`src/rtl/hamming_pkg.sv`:
```
// Shared types, bit positions and helpers for the SECDED correction stage.
package hamming_pkg;

  typedef logic [7:0] palabra_t;
  typedef logic [2:0] sindrome_t;
  typedef logic [3:0] dato_t;

  localparam int POS_I0 = 3;
  localparam int POS_I1 = 5;
  localparam int POS_I2 = 6;
  localparam int POS_I3 = 7;

  typedef enum logic {
    NORMAL = 1'b0,
    ALARMA = 1'b1
  } estado_t;

  // Syndrome is the bit index of the single error; 0 selects the overall parity bit p0.
  function automatic palabra_t mascara(input sindrome_t s);
    return palabra_t'(1) << s;
  endfunction

  function automatic dato_t extraer(input palabra_t w);
    return {w[POS_I3], w[POS_I2], w[POS_I1], w[POS_I0]};
  endfunction

endpackage

```
`src/rtl/contador_saturado.sv`:
```
// Saturating up-counter: clear has priority over increment; holds at all-ones.
module contador_saturado #(
  parameter int W = 8
) (
  input  logic         clk,
  input  logic         rst_n,
  input  logic         inc,
  input  logic         clr,
  output logic [W-1:0] q
);

  logic [W-1:0] q_q, q_d;

  always_comb begin
    q_d = q_q;
    if (clr) begin
      q_d = '0;
    end else if (inc && (q_q != '1)) begin
      q_d = q_q + W'(1);
    end
  end

  always_ff @(posedge clk) begin
    if (!rst_n) begin
      q_q <= '0;
    end else begin
      q_q <= q_d;
    end
  end

  assign q = q_q;

endmodule

```
`src/rtl/modulo_corrector_error.sv`:
```
// SECDED correction stage, 1-cycle registered output; in_ready = !out_valid | out_ready (full throughput).
// Error counters and double-error burst alarm exist only when CORRECTOR_STATS_EN is defined.
module modulo_corrector_error
  import hamming_pkg::*;
#(
  parameter int CNT_W      = 8,
  parameter int MAX_DOBLES = 3
) (
  input  logic             clk,
  input  logic             rst_n,
  input  logic             in_valid,
  output logic             in_ready,
  input  palabra_t         datos_recibidos,
  input  sindrome_t        sindrome,
  input  logic             bit_error,
  output logic             out_valid,
  input  logic             out_ready,
  output dato_t            dato_salida,
  output logic             error_simple,
  output logic             error_doble,
  output logic             alarma,
  input  logic             limpiar,
  output logic [CNT_W-1:0] cont_simples,
  output logic [CNT_W-1:0] cont_dobles
);

  localparam logic [3:0] UMBRAL = 4'(MAX_DOBLES - 1);

  logic     xfer, es_simple, es_doble;
  palabra_t corregida;

  logic  out_valid_q, out_valid_d;
  dato_t dato_q, dato_d;
  logic  simple_q, simple_d;
  logic  doble_q, doble_d;

  assign in_ready  = !out_valid_q | out_ready;
  assign xfer      = in_valid & in_ready;
  assign es_simple = bit_error;
  assign es_doble  = (sindrome != '0) & !bit_error;
  // A double error is not correctable, so the raw word is passed through untouched.
  assign corregida = es_simple ? (datos_recibidos ^ mascara(sindrome)) : datos_recibidos;

  always_comb begin
    out_valid_d = out_valid_q;
    dato_d      = dato_q;
    simple_d    = simple_q;
    doble_d     = doble_q;
    if (xfer) begin
      out_valid_d = 1'b1;
      dato_d      = extraer(corregida);
      simple_d    = es_simple;
      doble_d     = es_doble;
    end else if (out_ready) begin
      out_valid_d = 1'b0;
    end
  end

  always_ff @(posedge clk) begin
    if (!rst_n) begin
      out_valid_q <= 1'b0;
      dato_q      <= '0;
      simple_q    <= 1'b0;
      doble_q     <= 1'b0;
    end else begin
      out_valid_q <= out_valid_d;
      dato_q      <= dato_d;
      simple_q    <= simple_d;
      doble_q     <= doble_d;
    end
  end

  assign out_valid    = out_valid_q;
  assign dato_salida  = dato_q;
  assign error_simple = simple_q;
  assign error_doble  = doble_q;

`ifdef CORRECTOR_STATS_EN
  estado_t    estado_q, estado_d;
  logic [3:0] racha_q, racha_d;

  contador_saturado #(.W(CNT_W)) u_cont_simples (
    .clk  (clk),
    .rst_n(rst_n),
    .inc  (xfer & es_simple & !limpiar),
    .clr  (limpiar),
    .q    (cont_simples)
  );

  contador_saturado #(.W(CNT_W)) u_cont_dobles (
    .clk  (clk),
    .rst_n(rst_n),
    .inc  (xfer & es_doble & !limpiar),
    .clr  (limpiar),
    .q    (cont_dobles)
  );

  // Clear wins over a simultaneous transfer; ALARMA is sticky until cleared.
  always_comb begin
    estado_d = estado_q;
    racha_d  = racha_q;
    if (limpiar) begin
      estado_d = NORMAL;
      racha_d  = '0;
    end else if (xfer && (estado_q == NORMAL)) begin
      if (es_doble) begin
        racha_d = racha_q + 4'd1;
        if (racha_q == UMBRAL) begin
          estado_d = ALARMA;
        end
      end else begin
        racha_d = '0;
      end
    end
  end

  always_ff @(posedge clk) begin
    if (!rst_n) begin
      estado_q <= NORMAL;
      racha_q  <= '0;
    end else begin
      estado_q <= estado_d;
      racha_q  <= racha_d;
    end
  end

  assign alarma = (estado_q == ALARMA);
`else
  logic unused_stats;

  assign cont_simples = '0;
  assign cont_dobles  = '0;
  assign alarma       = 1'b0;
  assign unused_stats = ^{limpiar, UMBRAL};
`endif

endmodule
```
`config.mk`:
```
export PLATFORM = sky130hd
export DESIGN_NAME = modulo_corrector_error
export DESIGN_NICKNAME = d
export VERILOG_FILES = /design/src/rtl/hamming_pkg.sv /design/src/rtl/contador_saturado.sv /design/src/rtl/modulo_corrector_error.sv
export SDC_FILE = /design/constraint.sdc
export NUM_CORES = 1
export LEC_CHECK = 0
export CORE_MARGIN = 5
export CORE_UTILIZATION = 32
export CTS_CLUSTER_DIAMETER = 120
export CTS_CLUSTER_SIZE = 25
export DETAILED_ROUTE_END_ITERATION = 6
export PLACE_DENSITY = 0.8
export SKIP_LAST_GASP = 1
export SLEW_MARGIN = 15
export SYNTH_ARGS = -nofsm -noshare
export SYNTH_HDL_FRONTEND = slang
export SYNTH_SLANG_ARGS = --single-unit
```
`constraint.sdc`:
```
create_clock -name clk -period 3.1 [get_ports clk]
set_clock_uncertainty 0.15 [all_clocks]
set_input_delay 0.465 -clock clk [delete_from_list [all_inputs] [get_ports clk]]
set_output_delay 0.465 -clock clk [all_outputs]
set_load 0.02 [all_outputs]
```
==> results.ini, run 1 <==
[logic_synthesis]
syn_inst = 55
syn_area_um2 = 475
ys_ff_latch = 7
ys_types = 17
yosysTopAreaCell = dfxtp_1
ys_seq_area_share_pct = 29.5
yosys_warnings = 0
synth.top_cell.area_share_pct = 29.5
syn_area_per_cell_um2 = 8.64
synth_area_leaders = dfxtp_1, buf_4, a21oi_1

[place]
io_buffers = 19
gp_congestion = 0.747
placedCellCount = 87

[grt]
antenna_found_initial = 0
grt_pass1_vias = 328
gr-total-overflow = 0
track_usage_pct = 7.41
grt_pass1_wl_um = 1410
grt_max_degree = 15

[drt]
post_drt_wl_per_cell_um = 10.4
totalWireLength_um = 949
ant_nets = 0
vias = 373
first_pass_iters = 4
via_per_inst = 4.10
drc = 0
first_iter_violations = 3

[worst_setup_path]
crit_fanout = 14
cp-end-kind = output port
required_ps = 2480
rr_worst_depth = 3
worstSetupPathType = in2out
crit_arrival_ps = 1830
cp-start-kind = input pin

[cts]
clockRootBuffer = clkbuf_4
clockBufferDepth = 2
ctsHoldBuffers = 0
htreeDepth = 1
cts_tree = yes
cts_setup_buffers = 0
cts_buffers = 3
insertion_delay_ps = 240
cts_resized = 0
path_clk_slew_ps = 50
cts_sinks = 7

[sta]
fin_crit_sh_pct = 78.9
fin_tns_setup_ps = 0
setup_viol_count_final = 0
rsz0062_at_grt = no
hold_violations = 0
hold_ws_ps = 370
fin_crit_ps = 2450
slew_viol_final = 0
fmax_ghz = 0.409

[cells_and_area]
multiInputGateArea_um2 = 248
nNetsFinal = 93
regArea_um2 = 140
fillers = 149
antennaDiodeCount = 0
drive_gt1_share_pct = 6.67
area.growth.synth_to_final_pct = 32.9
instances_no_fill = 91
final_util_pct = 43.5

[pwr]
p_leak_nw = 0.263
power_mw = 0.259
p_per_area_mw_per_mm2 = 410
vdd_drop_max_v = 0.000161

[flow_run]
drv_cap = 0

[floorplan]
fp.dieW_um = 48.5
dieArea_mm2 = 0.00236
boundaryPins = 42
die_y_um = 48.5
core_area_mm2 = 0.00145
rows = 14
start_util_pct = 32.7

[outcome]
status = completed

[min_path]
min_path_cells = 2
worstHoldPathType = reg2reg

==> state kept, by name, indices dropped and copies added, names as in the netlist <==
| register | count |
|---|---|
| error_doble | 1 |
| dato_salida | 4 |
| error_simple | 1 |
| out_valid | 1 |
==> critical path, cell delays in order <==
cell	delay (ps)
clkdlybuf4s50_1	440
nand2b_2	260
clkdlybuf4s50_1	660
==> metrics by stage <==
| step | instance area [um2] | worst slack, ps |
|---|---|---|
| after global placement | 606 | 659 |
| after floorplan | 536 | 1650 |
| after detailed placement | 606 | 651 |
| after global routing | 632 | 604 |
| after CTS | 632 | 649 |
| final | 632 | 653 |
==> final timing paths <==
check	start	endpoint	slack (ps)
hold / removal	dato_salida[1]	dato_salida[1]	370
setup reg to reg	out_valid	dato_salida[3]	1950
hold reg to reg	dato_salida[1]	dato_salida[1]	370
setup / recovery	out_ready	in_ready	650
==> logic make-up after synthesis <==
family                 count (synthesis)  synth area share [%]
buffers and inverters                 21                  31.1
AO/OA/AOI/OAI                         13                  18.9
AND/OR/NAND/NOR                        9                  12.4
flip-flops                             7                  29.5
XOR/XNOR                               4                  7.37
other                                  1                 0.789
==> Yosys cell counts <==
library cell and n:
buf_4 18, a21oi_1 7, dfxtp_1 7, a311oi_1 4, xor2_1 4, nand4b_1 3, inv_1 2, a21bo_2 1
a41o_1 1, buf_2 1, conb_1 1, nand2_1 1, nand2b_2 1, nand3_1 1, nand4_1 1, nor2_1 1
nor3_1 1
==> cells in the final DEF (no fill, tap or decap) <==
master and instances:
a41o_1 1, a21bo_2 1, clkdlybuf4s50_1 19, dfxtp_1 7
inv_1 2, xor2_1 4, nand4_1 1, clkbuf_4 3
a21oi_1 7, a311oi_1 4, nand2_1 1, nor2_1 1
clkbuf_1 1, nor3_1 1, nand2b_2 1, conb_1 17
nand4b_1 3, nand3_1 1
==> final cells by class <==
type | count | share of cell area (%)
sequential | 7 | 22.2
multi-input combinational | 43 | 39.2
inverter | 2 | 1.19
tap | 16 | 3.17
timing repair buffer | 19 | 30.1
clock buffer | 4 | 4.16
==> where the power goes <==
part           internal [mW]  leakage, nW  total, mW  switching [mW]
registers             0.0968       0.0580      0.100         0.00335
clock network         0.0490       0.0150     0.0808          0.0318
logic                 0.0327        0.190     0.0782          0.0455
total                  0.179        0.263      0.259          0.0807
==> metal layers <==
layer | vias to the layer above | GRT usage, % | share of wire [%]
li1 | 199 | - | -
met1 | 156 | 9.24 | 40
met2 | 18 | 11.1 | 50
met3 | 0 | 3.37 | 10
met4 | 0 | 2.69 | 0
met5 | - | 0 | 0
(Power assumes the default switching activity.)
==> run 2, diff against run 1 <==
--- a/config.mk
+++ b/config.mk
@@ -6,11 +6,11 @@
 export NUM_CORES = 1
 export LEC_CHECK = 0
 export CORE_MARGIN = 5
-export CORE_UTILIZATION = 32
+export CORE_UTILIZATION = 27
 export CTS_CLUSTER_DIAMETER = 120
 export CTS_CLUSTER_SIZE = 25
 export DETAILED_ROUTE_END_ITERATION = 6
-export PLACE_DENSITY = 0.8
+export PLACE_DENSITY = 0.72
 export SKIP_LAST_GASP = 1
 export SLEW_MARGIN = 15
 export SYNTH_ARGS = -nofsm -noshare
==> constraint.sdc (replaced) <==
create_clock -name clk -period 2.2 [get_ports clk]
set_clock_uncertainty 0.15 [all_clocks]
set_input_delay 0.33 -clock clk [delete_from_list [all_inputs] [get_ports clk]]
set_output_delay 0.33 -clock clk [all_outputs]
set_load 0.02 [all_outputs]
==> run 2 against run 1 <==
  * Flip-flop and latch count stayed put
  * Core utilization down 5.4 points
  * Hold slack improved by 7.6 ps
  * Clock-buffer cell count unchanged
  * Worst setup slack got worse by 430 ps
  * Non-clock buffer count up 1
  * First-iteration DRC count grew to 4.7 times the previous value
  * Sequential power is 41% higher
  * Routed wire length is 4.4% higher
  * Final area grew 3.0%
==> results.ini, run 2 (synthesis results as in run 1) <==
[cts]
insertion_delay_ps = 240  ; about the same
clockRootBuffer = clkbuf_4  ; unchanged
ctsHoldBuffers = 0  ; unchanged
cts_tree = yes  ; unchanged
htreeDepth = 1  ; unchanged
cts_resized = 0  ; unchanged
path_clk_slew_ps = 50  ; about the same
clockBufferDepth = 2  ; unchanged
cts_setup_buffers = 0  ; unchanged
cts_buffers = 3  ; unchanged
cts_sinks = 7  ; unchanged

[grt]
grt_max_degree = 14  ; was 15
grt_pass1_vias = 337  ; was 328
gr-total-overflow = 0  ; unchanged
grt_pass1_wl_um = 1500  ; was 1410 um
track_usage_pct = 7.87  ; was 7.41%
antenna_found_initial = 0  ; unchanged

[drt]
post_drt_wl_per_cell_um = 9.81  ; was 10.4 um
vias = 405  ; was 373
totalWireLength_um = 991  ; was 949 um
drc = 0  ; unchanged
first_iter_violations = 14  ; was 3
ant_nets = 0  ; unchanged
first_pass_iters = 4  ; unchanged
via_per_inst = 4.01  ; was 4.10

[cells_and_area]
nNetsFinal = 94  ; was 93
drive_gt1_share_pct = 7.89  ; was 6.67%
final_common_cell = clkdlybuf4s50_1  ; unchanged
antennaDiodeCount = 0  ; unchanged
final_util_pct = 38.1  ; was 43.5%
area.growth.synth_to_final_pct = 36.8  ; was 32.9%
final_cell_mix = clkdlybuf4s50_1, conb_1, a21oi_1, dfxtp_1  ; unchanged
largest_reg_flops = 4  ; unchanged

[sta]
fin_crit_sh_pct = 89.8
fmax_ghz = 0.506
rsz0062_at_grt = no  ; unchanged
fin_crit_ps = 1980
slew_viol_final = 0  ; unchanged
hold_violations = 0  ; unchanged
fin_tns_setup_ps = 0  ; unchanged
setup_viol_count_final = 0  ; unchanged

[floorplan]
boundaryPins = 42  ; unchanged
rows = 15  ; was 14
core_area_mm2 = 0.00171  ; was 0.00145 mm2
fp.dieW_um = 52.0  ; was 48.5 um
dieArea_mm2 = 0.00270  ; was 0.00236 mm2
die_y_um = 52.0  ; was 48.5 um
start_util_pct = 27.8  ; was 32.7%

[min_path]
worstHoldPathType = reg2reg  ; unchanged

[pwr]
p_leak_nw = 0.268  ; was 0.263 nW
vdd_drop_max_v = 0.000175  ; was 0.000161 V
power_mw = 0.368  ; was 0.259 mW
p_per_area_mw_per_mm2 = 565  ; was 410 mW/mm2

[worst_setup_path]
crit_fanout = 2  ; was 14
required_ps = 1720  ; was 2480 ps
cp-start-kind = input pin  ; unchanged
worstSetupPathType = in2out  ; unchanged
cp-end-kind = output port  ; unchanged
crit_arrival_ps = 1500  ; was 1830 ps

[outcome]
status = completed  ; unchanged

[place]
gp_congestion = 0.669  ; was 0.747
io_buffers = 19  ; unchanged
dp_hpwl_um = 824

[flow_run]
drv_cap = 0  ; unchanged

[run 2: cell types whose count changed in the layout (fill, tap and decap cells not counted)]
cell	change
buf_4	+1
[run 2: metal layers]
metal | GRT usage [%] | routed length [um] | part of all wire, %
met2 | 9.21 | 430 | 43
met4 | 6.55 | 0 | 0
met3 | 4.87 | 170 | 17
met1 | 9.67 | 390 | 39
met5 | 0 | 0 | 0
[run 2: power by group]
| part | internal (mW) | switching, mW |
|---|---|---|
| clock network | 0.0691 | 0.0453 |
| logic | 0.0472 | 0.0648 |
| registers | 0.137 | 0.00491 |
[run 2: worst paths after layout]
check	depth (start not counted)	from	endpoint	slack [ps]
worst max register to register	4	out_valid	error_simple	1050
worst max-delay path	3	out_ready	in_ready	220
worst min-delay path	2	dato_salida[2]	dato_salida[2]	380
worst min register to register	2	dato_salida[2]	dato_salida[2]	380
[run 2: cell type report]
| type | count | area [um2] |
|---|---|---|
| Clock buffer | 4 | 26.3 |
| Fill cell | 177 | 1060 |
| Sequential cell | 7 | 140 |
| Multi-Input combinational cell | 43 | 248 |
| Timing Repair Buffer | 20 | 198 |
| Inverter | 2 | 7.51 |
| Tap cell | 25 | 31.3 |
[run 2: through the flow]
stage          hold slack, ps  cells  setup WS (ps)  area (um2)
2_1_floorplan             327     71            982         536
3_3_place_gp              365     97            238         624
3_5_place_dp              373     97            215         624
4_1_cts                   378    101            210         651
5_1_grt                   400    101            198         651
6_report                  377    101            224         651
[run 2: critical path, stage by stage]
cell,delay [ps]
clkdlybuf4s50_1,450
nand2b_2,110
clkdlybuf4s50_1,600
==> patch, RTL diff (settings of run 2) <==
The option `CORRECTOR_STATS_EN` is turned on by a define.
--- a/src/rtl/modulo_corrector_error.sv
+++ b/src/rtl/modulo_corrector_error.sv
@@ -1,5 +1,7 @@
 // SECDED correction stage, 1-cycle registered output; in_ready = !out_valid | out_ready (full throughput).
 // Error counters and double-error burst alarm exist only when CORRECTOR_STATS_EN is defined.
+`define CORRECTOR_STATS_EN
+
 module modulo_corrector_error
   import hamming_pkg::*;
 #(
Formal check against the unedited RTL: not equivalent (Yosys sat finds a counterexample within 4 cycles, from zero or initial values and one cycle with rst_n low).
==> patch against run 2 <==
Utilization grew 1.2 points; power grew to 2.7 times the old value; highest routed layer is now met4; synthesized area grew to 3.0 times the old value; count of clock-buffer cells in the layout is the same; synthesized cell count grew to 3.1 times the old value; combinational power grew 35%; sequential cell count grew 21; largest power group unchanged; setup slack lost 0.10 ns; design area grew to 3.1 times the old value; critical endpoint unchanged; routed wire length grew to 3.7 times the old value.
==> patch: results (changes against run 2) <==
| Metric | Value |
|---|---|
| Status | `finished, final reports clean` |
| Diode count | `0 (unchanged)` |
| Worst EP arrival | `1.60 ns (+0.10 ns)` |
| Critical Path Max Stage Delay | `0.55 ns (-0.05 ns)` |
| Family with the most delay on the worst path | `buffers and inverters` |
| Switch share | `24.6% (-6.6 points)` |
| DP Cell Count | `283 (+190%)` |
| CTS H-tree depth | `1 (unchanged)` |
| Routed wl met2 | `1700 um (+300%)` |
| Asr flop ratio synth | `0% (unchanged)` |
| Sequential element share of the synthesized area | `38.9% (+9.4 points)` |
| Initial DRC Count | `61 (+47)` |
| Syn_area_per_cell | `8.47 um^2 (-2.0%)` |
| Top sig layer | `met4` |
| Final HPWL DP | `2800 um (+240%)` |
| First-pass GRT wire length | `6180 um (+310%)` |
| WL met3 | `250 um (+47%)` |
| Synth Warn # | `0 (unchanged)` |
| Clock slew at reported path FFs | `0.09 ns (+0.04 ns)` |
| Cells on worst reg2reg path | `4 (unchanged)` |
| DP Area | `1970 um^2 (+210%)` |
| Worst min path class | `register to register` |
| CTS root buffer | `clkbuf_8` |
| Most instantiated cells after synthesis | `28 x dfxtp_1, 20 x nand2_1, 12 x a21oi_1` |
| Post-Place Worst Slack | `-0.0104 ns (-0.226 ns)` |
| Routed wire length | `3630 um (+270%)` |
| Post-Route M1 WL | `1670 um (+330%)` |
| Number of buffers added on ports | `37 (+18)` |
| Cts repair resizes | `0 (unchanged)` |
| GPL Wtd Cong | `0.810 (+21%)` |
| Hold path depth | `2 (unchanged)` |
| Total track usage | `10.5% (+2.7 points)` |
| Logic pwr share | `15.1% (-15 points)` |
| TritonCTS buffer count | `3 (unchanged)` |
| Number of distinct library cells after synthesis | `35 (+18)` |
| Clock share of power | `32.5% (+1.4 points)` |
| Worst-skew pair later-pin latency | `0.28 ns (+0.04 ns)` |
| Share of post-route cells with drive strength above 1 | `10.1% (+2.2 points)` |
| # Post-CTS Setup Buffers | `0 (unchanged)` |
| Highest ir drop seen on vdd | `0.000413 V (+140%)` |
| Routed vias | `1449 (+260%)` |
| Post-route insts no fill | `287 (+180%)` |
| Largest cells by area after synthesis | `dfxtp_1 39%, nand2_1 5.2%, a21oi_1 4.2%` |
| Pleak | `0.747 nW (+180%)` |
| Pin count of the biggest net entering global routing | `16 (+2)` |
| Syn Nets | `191` |
| Critical-path maximum fanout | `4 (+2)` |
| Layout net count | `239 (+150%)` |
| Vias in the first global route | `1343 (+300%)` |
| Switching pwr | `0.246 mW (+110%)` |
[patch: cell types whose count changed after synthesis, moves of 6 or more]
| cell | before | now |
|---|---|---|
| nor2_1 | 1 | 9 |
| buf_4 | 18 | 0 |
| nand2_1 | 1 | 20 |
| nand3_1 | 1 | 7 |
| dfxtp_1 | 7 | 28 |
| o21ai_0 | 0 | 8 |
| clkbuf_1 | 0 | 7 |
[patch: per-layer routing]
metal / up-vias / track usage [%]
met5: - / 0
met4: 0 / 1.78
met3: 2 / 3.96
met2: 35 / 18.1
met1: 682 / 12.7
li1: 730 / -
[patch: logic make-up (layout without fill, tap and decap cells)]
group | Yosys count | count (layout) | share of synthesized area, %
AOI/OAI and AO/OA | 40 | 40 | 19.0
xor gates and xnor gates | 4 | 4 | 2.43
adders and majority gates | 4 | 4 | 3.48
buffers and inverters | 12 | 59 | 3.65
DFF | 28 | 28 | 38.9
muxes | 2 | 2 | 1.39
and+or+nand+nor | 80 | 80 | 31.1
[patch: final timing paths]
kind	slack (ns)	endpoint	startpoint
setup / recovery	0.12	in_ready	out_ready
hold / removal	0.33	error_simple	error_simple
setup reg to reg	0.31	u_cont_simples.q[4]	u_cont_simples.q[0]
hold reg to reg	0.33	error_simple	error_simple
[patch: final cells by class]
class                      instances  area, um^2
fill                             572        3120
clock buffer                       4        55.1
sequential                        28         561
inverter                           4        15.0
timing repair buffer              51         475
tap                               70        87.6
multi-input combinational        130         827
[patch: worst reg2reg max path: stages (launching register included)]
cell and delay [ns]:
dfxtp_1 0.35, ha_1 0.28, a41o_1 0.38, or4_1 0.54, a21oi_1 0.14
